--- config.mk ---
export PLATFORM = sky130hd
export DESIGN_NAME = uart_word_bridge_flat
export DESIGN_NICKNAME = d
export VERILOG_FILES = /design/src/rtl/uart_bridge_pkg.sv /design/src/rtl/uart_word_bridge_if.sv /design/src/rtl/uart_word_fifo.sv /design/src/rtl/uart_word_bridge.sv /design/src/flat_wrapper.sv
export SDC_FILE = /design/constraint.sdc
export NUM_CORES = 1
export LEC_CHECK = 0
export CORE_MARGIN = 2
export CORE_UTILIZATION = 55
export DETAILED_ROUTE_END_ITERATION = 12
export PLACE_DENSITY = 0.77
export SLEW_MARGIN = 20
export SYNTH_ARGS = -nofsm -noshare
export SYNTH_HDL_FRONTEND = slang
export SYNTH_SLANG_ARGS = --single-unit
--- constraint.sdc ---
create_clock -name clk -period 5.9 [get_ports clk]
set_input_delay 0.59 -clock clk [delete_from_list [all_inputs] [get_ports clk]]
set_output_delay 0.59 -clock clk [all_outputs]
set_load 0.005 [all_outputs]
--- src/rtl/uart_bridge_pkg.sv ---
// Shared types and widths for the UART word bridge.
package uart_bridge_pkg;

   localparam int unsigned BYTES_PER_WORD = 4;
   localparam int unsigned BYTE_W         = 8;
   localparam int unsigned WORD_W         = BYTES_PER_WORD * BYTE_W;
   localparam int unsigned LANE_W         = $clog2(BYTES_PER_WORD);

   typedef enum logic {
      TX_IDLE = 1'b0,
      TX_SEND = 1'b1
   } tx_state_t;

endpackage

--- src/rtl/uart_word_bridge_if.sv ---
// Byte-side, router-side and status signals of the UART word bridge.
interface uart_word_bridge_if;
   import uart_bridge_pkg::*;

   logic [BYTE_W-1:0] rx_byte_i;
   logic              rx_valid_i;
   logic [WORD_W-1:0] command_word_o;
   logic              command_valid_o;
   logic              command_ready_i;
   logic [WORD_W-1:0] command_word_i;
   logic              command_valid_i;
   logic              command_ready_o;
   logic [BYTE_W-1:0] tx_byte_o;
   logic              tx_valid_o;
   logic              tx_ready_i;
   logic              overflow_o;
   logic              rx_timeout_o;

   modport master (
      output rx_byte_i, rx_valid_i, command_ready_i, command_word_i,
             command_valid_i, tx_ready_i,
      input  command_word_o, command_valid_o, command_ready_o, tx_byte_o,
             tx_valid_o, overflow_o, rx_timeout_o
   );

   modport slave (
      input  rx_byte_i, rx_valid_i, command_ready_i, command_word_i,
             command_valid_i, tx_ready_i,
      output command_word_o, command_valid_o, command_ready_o, tx_byte_o,
             tx_valid_o, overflow_o, rx_timeout_o
   );

endinterface

--- src/rtl/uart_word_fifo.sv ---
// Synchronous word FIFO; pointers carry an extra wrap bit to tell full from empty.
module uart_word_fifo
   import uart_bridge_pkg::*;
#(
   parameter int unsigned DEPTH = 4
) (
   input  logic              clk,
   input  logic              reset,
   input  logic              push,
   input  logic [WORD_W-1:0] push_data,
   input  logic              pop,
   output logic [WORD_W-1:0] head,
   output logic              full,
   output logic              empty
);

   localparam int unsigned AW = $clog2(DEPTH);
   localparam int unsigned PW = AW + 1;

   logic [WORD_W-1:0] mem [DEPTH];
   logic [PW-1:0]     wr_ptr;
   logic [PW-1:0]     rd_ptr;
   logic              do_push_c;
   logic              do_pop_c;

   assign empty     = (wr_ptr == rd_ptr);
   assign full      = (wr_ptr[AW] != rd_ptr[AW]) && (wr_ptr[AW-1:0] == rd_ptr[AW-1:0]);
   assign head      = mem[rd_ptr[AW-1:0]];
   assign do_pop_c  = pop && !empty;
   // A pop frees the slot the simultaneous push needs, so full only blocks a lone push.
   assign do_push_c = push && (!full || do_pop_c);

   always_ff @(posedge clk or negedge reset) begin
      if (!reset) begin
         wr_ptr <= '0;
         rd_ptr <= '0;
         for (int unsigned i = 0; i < DEPTH; i++) mem[i] <= '0;
      end else begin
         if (do_push_c) begin
            mem[wr_ptr[AW-1:0]] <= push_data;
            wr_ptr              <= wr_ptr + PW'(1);
         end
         if (do_pop_c) rd_ptr <= rd_ptr + PW'(1);
      end
   end

endmodule

--- src/rtl/uart_word_bridge.sv ---
// UART byte <-> 32-bit router word bridge: RX packer + FIFO, TX unpacker FSM.
// Optional inter-byte RX timeout enabled with `define UART_RX_TIMEOUT_EN.
module uart_word_bridge
   import uart_bridge_pkg::*;
#(
   parameter int unsigned FIFO_DEPTH     = 4,
   parameter int unsigned TIMEOUT_CYCLES = 100000
) (
   input logic               clk,
   input logic               reset,
   uart_word_bridge_if.slave bus
);

   logic [LANE_W-1:0] rx_cnt;
   logic [WORD_W-1:0] rx_word;
   logic [WORD_W-1:0] push_word_c;
   logic [LANE_W-1:0] eff_lane_c;
   logic              push_c;
   logic              pop_c;
   logic              fifo_full;
   logic              fifo_empty;
   logic              overflow_q;
   logic              rx_timeout_c;

   // A timeout in the same cycle as a byte restarts the word at lane 0.
   always_comb begin
      eff_lane_c  = rx_timeout_c ? '0 : rx_cnt;
      push_word_c = rx_word;
      push_word_c[32'(eff_lane_c) * BYTE_W +: BYTE_W] = bus.rx_byte_i;
      push_c      = bus.rx_valid_i && (eff_lane_c == LANE_W'(BYTES_PER_WORD - 1));
   end

   assign pop_c = !fifo_empty && bus.command_ready_i;

   always_ff @(posedge clk or negedge reset) begin
      if (!reset) begin
         rx_cnt     <= '0;
         rx_word    <= '0;
         overflow_q <= 1'b0;
      end else begin
         if (bus.rx_valid_i) begin
            rx_word <= push_word_c;
            rx_cnt  <= eff_lane_c + LANE_W'(1);
         end else if (rx_timeout_c) begin
            rx_cnt <= '0;
         end
         if (push_c && fifo_full && !pop_c) overflow_q <= 1'b1;
      end
   end

`ifdef UART_RX_TIMEOUT_EN
   localparam int unsigned TO_W = $clog2(TIMEOUT_CYCLES);

   logic [TO_W-1:0] to_cnt;
   logic            rx_timeout_q;

   assign rx_timeout_c = (rx_cnt != '0) && (to_cnt == TO_W'(TIMEOUT_CYCLES - 1));

   always_ff @(posedge clk or negedge reset) begin
      if (!reset) begin
         to_cnt       <= '0;
         rx_timeout_q <= 1'b0;
      end else begin
         rx_timeout_q <= rx_timeout_c;
         if (bus.rx_valid_i || (rx_cnt == '0) || rx_timeout_c) to_cnt <= '0;
         else                                                   to_cnt <= to_cnt + TO_W'(1);
      end
   end

   assign bus.rx_timeout_o = rx_timeout_q;
`else
   logic unused_timeout_cfg;

   assign unused_timeout_cfg = ^32'(TIMEOUT_CYCLES);
   assign rx_timeout_c       = 1'b0;
   assign bus.rx_timeout_o   = 1'b0;
`endif

   uart_word_fifo #(
      .DEPTH (FIFO_DEPTH)
   ) u_fifo (
      .clk       (clk),
      .reset     (reset),
      .push      (push_c),
      .push_data (push_word_c),
      .pop       (pop_c),
      .head      (bus.command_word_o),
      .full      (fifo_full),
      .empty     (fifo_empty)
   );

   assign bus.command_valid_o = !fifo_empty;
   assign bus.overflow_o      = overflow_q;

   tx_state_t         tx_state;
   logic [WORD_W-1:0] tx_word;
   logic [LANE_W-1:0] tx_idx;
   logic [LANE_W-1:0] tx_next_idx_c;
   logic              cmd_ready_q;
   logic              tx_valid_q;
   logic [BYTE_W-1:0] tx_byte_q;

   assign tx_next_idx_c = tx_idx + LANE_W'(1);

   // TX unpacker: latch one router word, then emit its lanes little-endian.
   always_ff @(posedge clk or negedge reset) begin
      if (!reset) begin
         tx_state    <= TX_IDLE;
         tx_word     <= '0;
         tx_idx      <= '0;
         cmd_ready_q <= 1'b1;
         tx_valid_q  <= 1'b0;
         tx_byte_q   <= '0;
      end else begin
         case (tx_state)
            TX_IDLE: begin
               if (bus.command_valid_i) begin
                  tx_word     <= bus.command_word_i;
                  tx_idx      <= '0;
                  tx_byte_q   <= bus.command_word_i[BYTE_W-1:0];
                  tx_valid_q  <= 1'b1;
                  cmd_ready_q <= 1'b0;
                  tx_state    <= TX_SEND;
               end
            end
            TX_SEND: begin
               if (bus.tx_ready_i) begin
                  if (tx_idx == LANE_W'(BYTES_PER_WORD - 1)) begin
                     tx_valid_q  <= 1'b0;
                     tx_byte_q   <= '0;
                     cmd_ready_q <= 1'b1;
                     tx_state    <= TX_IDLE;
                  end else begin
                     tx_idx    <= tx_next_idx_c;
                     tx_byte_q <= tx_word[32'(tx_next_idx_c) * BYTE_W +: BYTE_W];
                  end
               end
            end
            default: tx_state <= TX_IDLE;
         endcase
      end
   end

   assign bus.command_ready_o = cmd_ready_q;
   assign bus.tx_valid_o      = tx_valid_q;
   assign bus.tx_byte_o       = tx_byte_q;

endmodule

--- src/flat_wrapper.sv ---
// flat-port wrapper written by rule: the top's interface ports become plain ports
module uart_word_bridge_flat import uart_bridge_pkg::*;
#(
   parameter int unsigned FIFO_DEPTH     = 4,
   parameter int unsigned TIMEOUT_CYCLES = 100000
)
  (clk, reset, bus_rx_byte_i, bus_rx_valid_i, bus_command_ready_i, bus_command_word_i, bus_command_valid_i, bus_tx_ready_i, bus_command_word_o, bus_command_valid_o, bus_command_ready_o, bus_tx_byte_o, bus_tx_valid_o, bus_overflow_o, bus_rx_timeout_o);
  uart_word_bridge_if bus_i ();
  input logic clk;
  input logic reset;
  input wire logic [$bits(bus_i.rx_byte_i)-1:0] bus_rx_byte_i;
  input wire logic [$bits(bus_i.rx_valid_i)-1:0] bus_rx_valid_i;
  input wire logic [$bits(bus_i.command_ready_i)-1:0] bus_command_ready_i;
  input wire logic [$bits(bus_i.command_word_i)-1:0] bus_command_word_i;
  input wire logic [$bits(bus_i.command_valid_i)-1:0] bus_command_valid_i;
  input wire logic [$bits(bus_i.tx_ready_i)-1:0] bus_tx_ready_i;
  output wire logic [$bits(bus_i.command_word_o)-1:0] bus_command_word_o;
  output wire logic [$bits(bus_i.command_valid_o)-1:0] bus_command_valid_o;
  output wire logic [$bits(bus_i.command_ready_o)-1:0] bus_command_ready_o;
  output wire logic [$bits(bus_i.tx_byte_o)-1:0] bus_tx_byte_o;
  output wire logic [$bits(bus_i.tx_valid_o)-1:0] bus_tx_valid_o;
  output wire logic [$bits(bus_i.overflow_o)-1:0] bus_overflow_o;
  output wire logic [$bits(bus_i.rx_timeout_o)-1:0] bus_rx_timeout_o;
  assign bus_i.rx_byte_i = bus_rx_byte_i;
  assign bus_i.rx_valid_i = bus_rx_valid_i;
  assign bus_i.command_ready_i = bus_command_ready_i;
  assign bus_i.command_word_i = bus_command_word_i;
  assign bus_i.command_valid_i = bus_command_valid_i;
  assign bus_i.tx_ready_i = bus_tx_ready_i;
  assign bus_command_word_o = bus_i.command_word_o;
  assign bus_command_valid_o = bus_i.command_valid_o;
  assign bus_command_ready_o = bus_i.command_ready_o;
  assign bus_tx_byte_o = bus_i.tx_byte_o;
  assign bus_tx_valid_o = bus_i.tx_valid_o;
  assign bus_overflow_o = bus_i.overflow_o;
  assign bus_rx_timeout_o = bus_i.rx_timeout_o;
  uart_word_bridge #(.FIFO_DEPTH(FIFO_DEPTH), .TIMEOUT_CYCLES(TIMEOUT_CYCLES)) u_core (.clk(clk), .reset(reset), .bus(bus_i));
endmodule
## Word level (Yosys, flattened, before mapping)

Index checks and enable logic that the tools add are counted.

- Add/subtract/negate cells: 5
- Multiply operators: 0
- Divide/modulo/power cells: 0
- $lt $le $gt $ge: 3
- Equal/unequal tests: 9
- Shift operators: 3
- Multiplexer cells: 27
- Bitwise gates (word level): 3
- Reductions and logical operators: 16

Operator list:

| kind | count |
|---|---|
| 128-bit bitwise mux | 1 |
| 32-bit two-way mux | 3 |
| 32-bit binary-select mux with 2-bit select | 1 |
| 32-bit demux with 2-bit select | 1 |
| 5-bit negator with 34-bit output | 1 |
| 8-bit by 34-bit variable shift with 32-bit output (first input constant) | 1 |
| 8-bit by 34-bit indexed part select with 32-bit output | 1 |
| 32-bit bitwise mux | 1 |
| 32-bit by 6-bit indexed part select with 8-bit output | 1 |
| 8-bit two-way mux | 3 |
| 8-bit one-hot mux with 2 select lines | 1 |
| 1-bit two-way mux | 9 |
| 1-bit logical AND | 8 |
| 2-bit != test (second input constant) | 4 |
| 3-bit by 1-bit adder with 3-bit output (second input constant) | 2 |
| 3-bit >= comparator (second input constant) | 2 |
| 2-bit two-way mux | 3 |
| 2-bit NOT with 3-bit output | 2 |
| 1-bit one-hot mux with 2 select lines | 3 |
| 3-bit AND reduction | 2 |
| 2-bit by 1-bit adder with 2-bit output (second input constant) | 2 |
| 2-bit equality test (second input constant) | 2 |
| 2-bit one-hot mux with 2 select lines | 1 |
| 2-bit AND reduction | 2 |
| other kinds (7) | 9 |

- Register bits after elaboration: 214
- Bits in latches: 0
- RAM bits: 0
- Bits in read-only memories: 0
- Input bits: 46
- Output and inout port bits: 45
- Logic and storage cells: 81
- Memories kept: 0

## Longest topological paths before layout

- Depth after elaboration: 6
- Depth in mapped cells: 7
- Mapped depth without buffers: 5

## Cells and area by module

A second synthesis with hierarchy kept.

- Cells, all modules: 670
- Area, all modules: 10164.7 um2

Modules (own cells, without submodules):

| module | times used | cells an instance | area an instance (um2) | sequential area each (um2) |
|---|---|---|---|---|
| uart_word_fifo | 1 | 352 | 6222.2 | 3353.2 |
| uart_word_bridge | 1 | 318 | 3942.5 | 2003.2 |

## Least setup slack after synthesis

Ideal clock, no wire load.

- Kind: reg2reg
- Start point: register u_core.rx_cnt[0] (netlist: u_core.eff_lane_c[0])
- End point: register u_core.u_fifo.mem[112] (netlist name)
- Library setup time: 65 ps
- Data arrival time: 2099 ps
- Required time: 5835 ps
- Setup slack: 3736 ps
- Cell stages (with the launch flop): 8
- Path buffers: 2
- Clock period less this slack: 2164 ps
- Cells stage by stage: dfrtp_1 > inv_1 > ha_1 > buf_2 > or4b_1 > clkbuf_1 > o221ai_1 > o22a_1

- Word-level cells in the longest chain between the ends: 4
- Elaborated cells on any way between the ends: 8
- Those cells by class: add/sub: 1; eq/ne: 1; shift: 2; mux: 2; reduce/logical: 2

RTL lines:

| item | line | RTL |
|---|---|---|
| from (decl) | uart_word_bridge.sv:14 | `logic [LANE_W-1:0] rx_cnt;` |
| from (signal assigned) | uart_word_bridge.sv:43 | `rx_cnt <= eff_lane_c + LANE_W'(1);` |
| 5-bit negator with 34-bit output | uart_word_bridge.sv:29 | `push_word_c[32'(eff_lane_c) * BYTE_W +: BYTE_W] = bus.rx_byte_i;` |
| 8-bit by 34-bit indexed part select with 32-bit output or 8-bit by 34-bit variable shift with 32-bit output (tied branches) | uart_word_bridge.sv:29 |  |
| 32-bit bitwise mux | uart_word_bridge.sv:29 |  |
| 128-bit bitwise mux | uart_word_fifo.sv:40 | `mem[wr_ptr[AW-1:0]] <= push_data;` |
| to (signal, indexed assignment) | uart_word_fifo.sv:40 |  |
| to (decl) | uart_word_fifo.sv:20 | `logic [WORD_W-1:0] mem [DEPTH];` |

Parallel ways exist; a longest one is shown, timed or not.
A chain may end at the register's enable or synchronous reset.

## Worst setup path after layout

- Start point: register u_core.u_fifo.rd_ptr[0]
- End point: output bus_command_valid_o

- Word-level cells in the longest chain between the ends: 2

RTL lines:

| item | line | RTL |
|---|---|---|
| from (decl) | uart_word_fifo.sv:22 | `logic [PW-1:0] rd_ptr;` |
| from (signal assigned) | uart_word_fifo.sv:43 | `if (do_pop_c) rd_ptr <= rd_ptr + PW'(1);` |
| 3-bit equality test | uart_word_fifo.sv:26 | `assign empty = (wr_ptr == rd_ptr);` |
| 1-bit logical NOT | uart_word_bridge.sv:92 | `assign bus.command_valid_o = !fifo_empty;` |
| to (decl) | flat_wrapper.sv:18 | `output wire logic [$bits(bus_i.command_valid_o)-1:0] bus_command_valid_o;` |

Every way passes these cells.

==> Flow_metrics.wiki <==
{| class="wikitable"
! Metric !! Value
|-
| Result of the run || complete, no violations
|-
| Total negative slack for setup checks || 0 ns
|-
| Nature of the critical path endpoint || output pin
|-
| All-layer global routing usage || 25.49%
|-
| Final hold violation count || 0
|-
| Relative max-transition margin || 31.98%
|-
| Layout Cells excl Fill || about 1,000
|-
| Critical path class || flop to output pin
|-
| Share of layout cells above drive strength 1 || 17.80%
|-
| Detailed-route vias per instance || 6.394
|-
| Maximum number of pins on one net before global-route repair || 81
|-
| Post-Route WL || 22,270 um
|-
| Antenna fix cells || 0
|-
| Time the worst path needs with I/O delays and setup || 3.931 ns
|-
| I/O Pins || a little over 90
|-
| Clock insertion delay at the later pin of the skew report || 0.50 ns
|-
| NumNets Final || about 820
|-
| Initial core utilization || 55.59%
|-
| Cell area after layout || between 0.01 and 0.015 mm^2
|-
| Crit-path cells || buf_4, xor2_1, nor2_1, nand2_1, clkdlybuf4s50_1
|-
| Setup bufs post-CTS || 0
|-
| Antenna violations before repair || 0
|-
| Port Buf Inserts || 89
|-
| EDFF count, synth || 0
|-
| Number of violations reported at the end of detailed-routing iteration 0 || 502
|-
| Antenna-violating nets left || 0
|-
| Share of the yosys chip area belonging to registers || 54.19%
|-
| Number of levels the H-tree was split into || 1
|-
| Setup violators final || 0
|-
| Power density normalized to cell area || about 580 mW/mm^2
|-
| Final period utilization || around two thirds
|-
| Area of the core || 0.01712 mm^2
|-
| Initial DRT Pass Iterations || 5
|-
| Critical path startpoint category || flop
|-
| Clock slew at reported path FFs || 0.06 ns
|-
| Number of unique standard cell types used by synthesis || 50
|-
| Most used flip-flop cell after synthesis || sky130_fd_sc_hd__dfrtp_1
|-
| Max incr delay on CP || approximately 0.84 ns
|-
| Total number of yosys warnings || 0
|-
| Chip Height || ~140 um
|-
| HPWL after detailed placement || ~15,000 um
|-
| Worst-Margin Slew || between 1 and 1.5 ns
|-
| Buffer type at the clock tree root || sky130_fd_sc_hd__clkbuf_16
|-
| Achievable frequency || ~250 MHz
|-
| Placed Cells || 967
|-
| Hold Path Class || input port to asynchronous set/reset pin
|-
| Standard cell with the maximum stage delay on the critical path || sky130_fd_sc_hd__xor2_1
|-
| Grt total ovfl || 0
|-
| Setup clock skew after layout || 0.005755 ns
|-
| Total power draw || 6.457 mW
|-
| Clock tree sinks || 206
|-
| Final Max Slew Viols || 0
|-
| Post-synthesis net count || 759
|-
| Global placer's final weighted congestion || 0.8408
|-
| CTS tree || yes
|-
| Cell depth of the worst flop-to-flop path || 4
|-
| Count of hold buffers inserted by post-cts repair || 0
|-
| Max Buffers Root-to-Sink || 3
|-
| Number of CTS-inserted buffers || 22
|-
| Die area || 0.01837 mm^2
|-
| Leakage power || 4.866 nW
|-
| Post-synthesis average cell area || 13.55 um^2
|-
| Width of the chip || 135.5 um
|-
| Number of synthesized register bits || about 200
|-
| Cell Area, Placed || between 0.01 and 0.015 mm^2
|-
| Fin Hold WS || 0.05597 ns
|-
| First-pass GRT wire length || 36,760 um
|-
| Layout overhead on the synthesized area || 17.87%
|-
| Setup repair after global routing missed its margin || false
|-
| Number of max-cap violations || 0
|-
| Post-cts resize count || 0
|-
| Instance count of the mapped netlist || 702
|-
| DR vias || around 6,400
|-
| Post-synthesis instance area || around 0.0095 mm^2
|-
| Number of core rows || between 40 and 50
|-
| Share of flip-flops with an asynchronous set or reset after synthesis || 100.0%
|-
| Number of global-route vias before repair || roughly 7,000
|-
| Max rail drop VDD || 0.2902 mV
|-
| Critical Path AT || 3.34 ns
|-
| WP data required || 5.31 ns
|-
| Average wire per standard cell || 22.13 um
|-
| # DRC || 0
|-
| Highest net fanout along the worst path || 20
|}
layout by cell type, fill, tap and decap left out, types with 11 or more instances in the layout:
cell	Yosys	layout
sky130_fd_sc_hd__mux2_4	23	23
sky130_fd_sc_hd__nand2_1	93	93
sky130_fd_sc_hd__clkbuf_16	0	23
sky130_fd_sc_hd__inv_1	16	16
sky130_fd_sc_hd__ha_1	11	11
sky130_fd_sc_hd__a22o_1	20	20
sky130_fd_sc_hd__a2bb2oi_1	48	48
sky130_fd_sc_hd__o22a_1	48	48
sky130_fd_sc_hd__and2_1	14	14
sky130_fd_sc_hd__clkdlybuf4s50_1	0	88
sky130_fd_sc_hd__mux2_2	11	11
sky130_fd_sc_hd__dfrtp_1	205	204
sky130_fd_sc_hd__mux4_2	40	40
sky130_fd_sc_hd__a221oi_1	12	12
sky130_fd_sc_hd__buf_4	1	13
metal layers:
layer / part of all wire [%] / vias up / global-route usage, %
met5: 0 / - / 0
met4: 2.7 / 0 / 9.780
met3: 6.3 / 46 / 4.452
met2: 50 / 245 / 40.05
met1: 41 / 3363 / 35.99
li1: - / 2778 / -
layout make-up:
| type | instances | area (um^2) |
|---|---|---|
| inverter | 16 | 60.06 |
| clock buffer | 33 | 653.1 |
| sequential | 206 | 5157 |
| multi-input combinational | 418 | 4016 |
| clock inverter | 5 | 27.53 |
| timing repair buffer | 103 | 1020 |
| fill | 1205 | 5901 |
| tap | 225 | 281.5 |
synth_stat cells, types with 8 or more instances:
library cell / number / share of area [%]
sky130_fd_sc_hd__ha_1: 11 / 1.4
sky130_fd_sc_hd__a22o_1: 20 / 1.8
sky130_fd_sc_hd__buf_2: 21 / 1.1
sky130_fd_sc_hd__clkbuf_1: 26 / 1.0
sky130_fd_sc_hd__and2_1: 14 / 0.92
sky130_fd_sc_hd__inv_1: 16 / 0.63
sky130_fd_sc_hd__dfrtp_1: 205 / 54
sky130_fd_sc_hd__mux2_4: 23 / 3.6
sky130_fd_sc_hd__o221ai_1: 8 / 0.74
sky130_fd_sc_hd__buf_1: 10 / 0.39
sky130_fd_sc_hd__a2bb2oi_1: 48 / 4.4
sky130_fd_sc_hd__mux2_2: 11 / 1.3
sky130_fd_sc_hd__a221o_1: 8 / 0.84
sky130_fd_sc_hd__nand2_1: 93 / 3.7
sky130_fd_sc_hd__mux4_2: 40 / 9.5
sky130_fd_sc_hd__a221oi_1: 12 / 1.1
sky130_fd_sc_hd__a21o_1: 8 / 0.63
sky130_fd_sc_hd__o22a_1: 48 / 4.4
worst max-delay path: cells and delay by family (launching register included):
family	cells	cell delay, ns
flops	1	0.72
xor+xnor	1	0.84
simple gates	2	0.23
buf+inv	2	1.02
state kept, by name (all words and copies together), names as in the netlist:
name                        count
u_core.bus.tx_valid_o           1
u_core.bus.overflow_o           1
u_core.tx_word                 32
u_core.tx_idx                   2
u_core.eff_lane_c               2
u_core.u_fifo.wr_ptr            3
u_core.u_fifo.rd_ptr            3
u_core.bus.command_ready_o      1
u_core.u_fifo.mem             128
u_core.rx_word                 24
u_core.tx_state                 1
u_core.bus.tx_byte_o            8
metrics by stage:
stage	utilization [%]	setup WS, ns
global placement	61.35	2.572
floorplan	-	3.736
finish	65.53	1.969
CTS	65.34	1.946
detailed placement	61.36	2.480
global route	65.53	1.704
path summary, 6_finish.rpt:
path                                         startpoint                    end  slack [ns]
worst max register to register  u_core.u_fifo.rd_ptr[0]   u_core.u_fifo.mem[0]        2.78
worst min register to register       u_core.tx_word[21]     u_core.tx_word[21]        0.48
max in group asynchronous                         reset  u_core.u_fifo.mem[38]        4.60
min in group clk                     u_core.tx_word[21]     u_core.tx_word[21]        0.48
worst max-delay path            u_core.u_fifo.rd_ptr[0]    bus_command_valid_o        1.97
worst min-delay path                              reset  u_core.u_fifo.mem[94]        0.06
power by group:
part | leakage (nW) | switching [mW] | internal [mW]
clock | 0.335 | 0.536 | 0.761
sequential | 2.60 | 0.433 | 2.02
combinational | 1.93 | 1.26 | 1.45
total | 4.87 | 2.23 | 4.22
cell families (layout without fill, tap and decap cells):
| logic type | after synthesis | count (layout) | synth area share [%] |
|---|---|---|---|
| and+or+nand+nor | 138 | 138 | 6.864 |
| adders and majority gates | 11 | 11 | 1.446 |
| xor gates and xnor gates | 11 | 11 | 1.447 |
| buffers and inverters | 78 | 157 | 3.708 |
| AOI/OAI and AO/OA | 182 | 182 | 17.80 |
| other | 1 | 1 | 0.03941 |
| DFF | 206 | 206 | 54.19 |
| muxes | 75 | 75 | 14.50 |
No activity file was read; power rests on OpenSTA's default activity.
==> patch 1 (same settings) <==
Add a define of `UART_RX_TIMEOUT_EN`.
--- a/src/rtl/uart_word_bridge.sv
+++ b/src/rtl/uart_word_bridge.sv
@@ -2,2 +2,4 @@
 // Optional inter-byte RX timeout enabled with `define UART_RX_TIMEOUT_EN.
+`define UART_RX_TIMEOUT_EN
+
 module uart_word_bridge
Function: same outputs for any inputs over 4 cycles, from zero or initial values and one cycle with reset low; that may be too few to reach the edited logic, so the function may still have changed.
==> patch 1 against the original RTL <==
  * Wire length increased by 12%
  * Cell count increased by 27%
  * Synthesized cell count increased by 38%
  * Area after synthesis increased by 11%
  * First-iteration DRC count increased by 32%
  * Register-to-register slack got worse by 1200 ps
  * Setup slack got worse by 360 ps
  * Sequential cell count increased by 18
  * Count of clock-buffer cells in the layout decreased by 1
  * Final area increased by 11%
  * Clock skew increased by 19 ps
  * Power increased by 4.4%
  * Via count increased by 23%
  * Clock power increased by 34%
  * Largest cell class unchanged
  * Largest power group is now registers
  * Highest routed layer unchanged
==> patch 1: results (changes against the original RTL) <==
Run status:
- The run finished with clean final reports.

Finish:
- The share of the core filled with cells in the final layout is 66.7% (+1.2 points).
- The number of nets in the final layout was 1086 (+32%).
- The buffering overhead is 8.26% (-0.83 points).
- The combined flip-flop and latch cell area was 0.00561 mm² (+8.7%).
- The number of signal-net buffers in the layout is 105 (+1.9%).

Critical path:
- In this run the worst setup path begins at u_core.to_cnt[8]$_DFF_PN0_.
- The standard cell with the maximum stage delay on the critical path is sky130_fd_sc_hd__o21ai_2.
- The family with the most delay on the worst path is simple AND/OR/NAND/NOR gates.
- The delay of the slowest cell on the worst path came to 790 ps (-50 ps).
- The nature of the critical path endpoint is a flip-flop.

Global route:
- The met3 global-route usage is 3.67% (-0.78 points).

Placed design:
- The global placement routability congestion was 0.848 (+0.87%).
- The instance area at placement came to 0.0116 mm² (+10%).

Power and ir drop:
- The power dissipated in combinational cells is 2.49 mW (-8.1%).
- The power spent charging and discharging nets was 2.23 mW (-0.18%).
- The reported sequential group power is 2.51 mW (+2%).

Routing:
- The met2 routed wirelength is 12300 µm (+11%).
- The post-detailed-route wirelength per cell is 19.4 µm (-12%).
- The number of DRC markers in iteration 0 is 664 (+32%).
- The total met3 wirelength after detailed routing was 1450 µm (+3.3%).

Synthesis:
- The distinct cell type count of the synthesized netlist is 54 (+8.0%).
- The post-synthesis compound-gate area fraction is 14.0% (-3.8 points).
- The fraction of synthesized cell area taken by the top area cell type is 53.1% (-0.86 points).

STA:
- The worst hold margin is 54.8 ps (-1.17 ps).
- The largest clock skew in the final design is 24.7 ps (+18.9 ps).

CTS:
- The number of CTS-inserted buffers is 24 (+9.1%).
[patch 1: changes by cell type after synthesis, moves of 13 or more]
| cell | unedited run | this run |
|---|---|---|
| sky130_fd_sc_hd__o22a_1 | 48 | 0 |
| sky130_fd_sc_hd__nor2_1 | 3 | 115 |
| sky130_fd_sc_hd__a21oi_1 | 4 | 47 |
| sky130_fd_sc_hd__nand3_1 | 4 | 19 |
| sky130_fd_sc_hd__a31oi_1 | 0 | 64 |
| sky130_fd_sc_hd__o2bb2ai_1 | 0 | 32 |
| sky130_fd_sc_hd__mux2_4 | 23 | 0 |
| sky130_fd_sc_hd__o21ai_0 | 2 | 16 |
| sky130_fd_sc_hd__a2bb2oi_1 | 48 | 0 |
| sky130_fd_sc_hd__clkbuf_1 | 26 | 39 |
| sky130_fd_sc_hd__dfrtp_1 | 205 | 223 |
| sky130_fd_sc_hd__nand2_1 | 93 | 172 |
==> patch 2 (config.mk and constraints unchanged) <==
Without the edit above. `FIFO_DEPTH` is set to 4 in 2 places; all go to 2.
--- a/src/rtl/uart_word_bridge.sv
+++ b/src/rtl/uart_word_bridge.sv
@@ -5,3 +5,3 @@
 #(
-   parameter int unsigned FIFO_DEPTH     = 4,
+   parameter int unsigned FIFO_DEPTH     = 2,
    parameter int unsigned TIMEOUT_CYCLES = 100000
--- a/src/flat_wrapper.sv
+++ b/src/flat_wrapper.sv
@@ -3,3 +3,3 @@
 #(
-   parameter int unsigned FIFO_DEPTH     = 4,
+   parameter int unsigned FIFO_DEPTH     = 2,
    parameter int unsigned TIMEOUT_CYCLES = 100000
Behaviour: not the same (a bounded check fails within 10 cycles, from zero or initial values and one cycle with reset low).
==> patch 2 against the original RTL <==
  * Sequential cell count shrank 58
  * Power decreased by 29%
  * Setup slack better by 710 ps
  * Critical path depth decreased by 2
  * Count of clock-buffer cells in the layout down 10
  * Final area decreased by 24%
  * Sequential share of layout area decreased by 2.7 points
  * Wire length fell by 33%
  * Largest cell class unchanged
  * Area after synthesis is 27% lower
==> patch 2: results (changes against the original RTL) <==
Placed design:
- The global placement routability congestion is 0.795 (-5.5%).
- The placed wire-length estimate is 9650 µm (-34%).

Critical path:
- The standard cell with the maximum stage delay on the critical path is sky130_fd_sc_hd__dfrtp_1.
- The terminus of the critical flop-to-flop path is u_core.u_fifo.mem[41]$_DFFE_PN0P_.
- The highest net fanout along the worst path is 21 (+5.0%).
- The register-to-register setup slack is 2690 ps (-90 ps).
- The data arrival time of the critical path is 2630 ps (-710 ps).
- The delay of the slowest cell on the worst path is 890 ps (+50 ps).

Finish:
- The count of fill cells added during filler insertion is 944 (-22%).
- The number of nets in the final layout is 692 (-16%).
- The largest registers in the layout are u_core.u_fifo.mem: 64 flops, u_core.rx_word: 32 flops, u_core.tx_word: 32 flops.

STA:
- The largest clock skew in the final design is 9.75 ps (+4.00 ps).

Global route:
- The via count of the first global-routing pass is 4698 (-32%).
- The maximum number of pins on one net before global-route repair is 78 (-3.7%).
- The all-layer global routing usage came to 23.4% (-2.0 points).

CTS:
- The worst-case clock buffer depth is 2 (-1).
- The worst-skew pair later-pin latency was 420 ps (-80 ps).
- The maximum level of the CTS H-tree is 4 (+3).

Run status:
- The run finished with clean final reports.

Synthesis:
- The distinct cell type count of the synthesized netlist came to 48 (-4.0%).
- The number of nets in the synthesized netlist is 610 (-20%).
- Yosys attributes the largest share of cell area to sky130_fd_sc_hd__dfrtp_1 (53%), sky130_fd_sc_hd__mux2_2 (13%), sky130_fd_sc_hd__mux2_4 (6.5%).
- By count the netlist is led by sky130_fd_sc_hd__dfrtp_1 (147), sky130_fd_sc_hd__nand2_1 (107), sky130_fd_sc_hd__mux2_2 (80).

Routing:
- The total met3 wirelength after detailed routing is 634 µm (-55%).
- The met1 routed wirelength after detailed routing was 6880 µm (-25%).
- The final wirelength is 15000 µm (-33%).
- The number of DRC markers in iteration 0 is 370 (-26%).
- The met2 routed wirelength is 7300 µm (-34%).

Power and ir drop:
- The worst supply voltage drop on vdd is 0.357 mV (+23%).
==> patch 2: cell count changes in the layout (fill, tap and decap cells not counted), sizes merged, moves of 15 or more <==
cell,delta
o22ai,+15
a2bb2oi,-48
mux4,-32
mux2,+76
o22a,-48
dfrtp,-58
==> patch 2: logic make-up after synthesis <==
kind of cell / share of synthesized area [%]
muxes: 22.1
and+or+nand+nor: 9.09
AOI/OAI and AO/OA: 9.34
buffers and inverters: 3.95
other: 0.0538
adders and majority gates: 1.26
DFF: 53.1
xor gates and xnor gates: 1.11
==> patch 2: per-layer routing <==
metal | up-vias | track usage, %
li1 | 2122 | -
met1 | 2340 | 32.0
met2 | 112 | 36.9
met3 | 12 | 6.28
met4 | 0 | 7.76
met5 | - | 0
==> patch 2: metrics by stage <==
step	instances	hold slack (ps)	setup WS (ps)	instance area [µm²]	power [mW]
global route	824	244	2560	8560	4.84
CTS	824	218	2650	8560	4.61
floorplan	557	294	3860	6980	2.86
global placement	792	454	2710	7950	3.38
detailed placement	792	461	2640	7950	3.46
finish	824	193	2680	8560	4.58
==> patch 2: where the power goes <==
part,switching [mW],total [mW],leakage [nW],internal [mW]
Combinational,0.759,1.73,1.76,0.967
Sequential,0.309,1.74,1.96,1.43
Clock,0.408,1.12,0.299,0.707
==> patch 2: final cells by class <==
class                      count  share of cell area [%]
inverter                      22                   0.965
clock buffer                  23                    5.70
clock inverter                 9                    1.46
tap                          172                    2.51
sequential                   148                    43.3
timing repair buffer          96                    11.0
multi-input combinational    354                    35.0
==> patch 2: worst max-delay path by stage <==
| stage | slack [ps] | cells past startpoint | endpoint |
|---|---|---|---|
| floorplan | 3860 | 7 | u_core.rx_word[5]$_DFFE_PN0P_ |
| CTS | 2650 | 3 | bus_command_word_o[7] |
| global placement | 2710 | 6 | u_core.u_fifo.mem[1]$_DFFE_PN0P_ |
| detailed placement | 2640 | 6 | u_core.u_fifo.mem[2]$_DFFE_PN0P_ |
| finish | 2680 | 3 | bus_command_word_o[7] |
| global route | 2560 | 5 | u_core.u_fifo.mem[41]$_DFFE_PN0P_ |
==> patch 2: worst register-to-register path, cell delays in order (launching register included) <==
cell and delay, ps:
sky130_fd_sc_hd__dfrtp_1 890, sky130_fd_sc_hd__buf_4 460, sky130_fd_sc_hd__nor2_1 160, sky130_fd_sc_hd__a211oi_4 780, sky130_fd_sc_hd__buf_4 430, sky130_fd_sc_hd__mux2_2 390
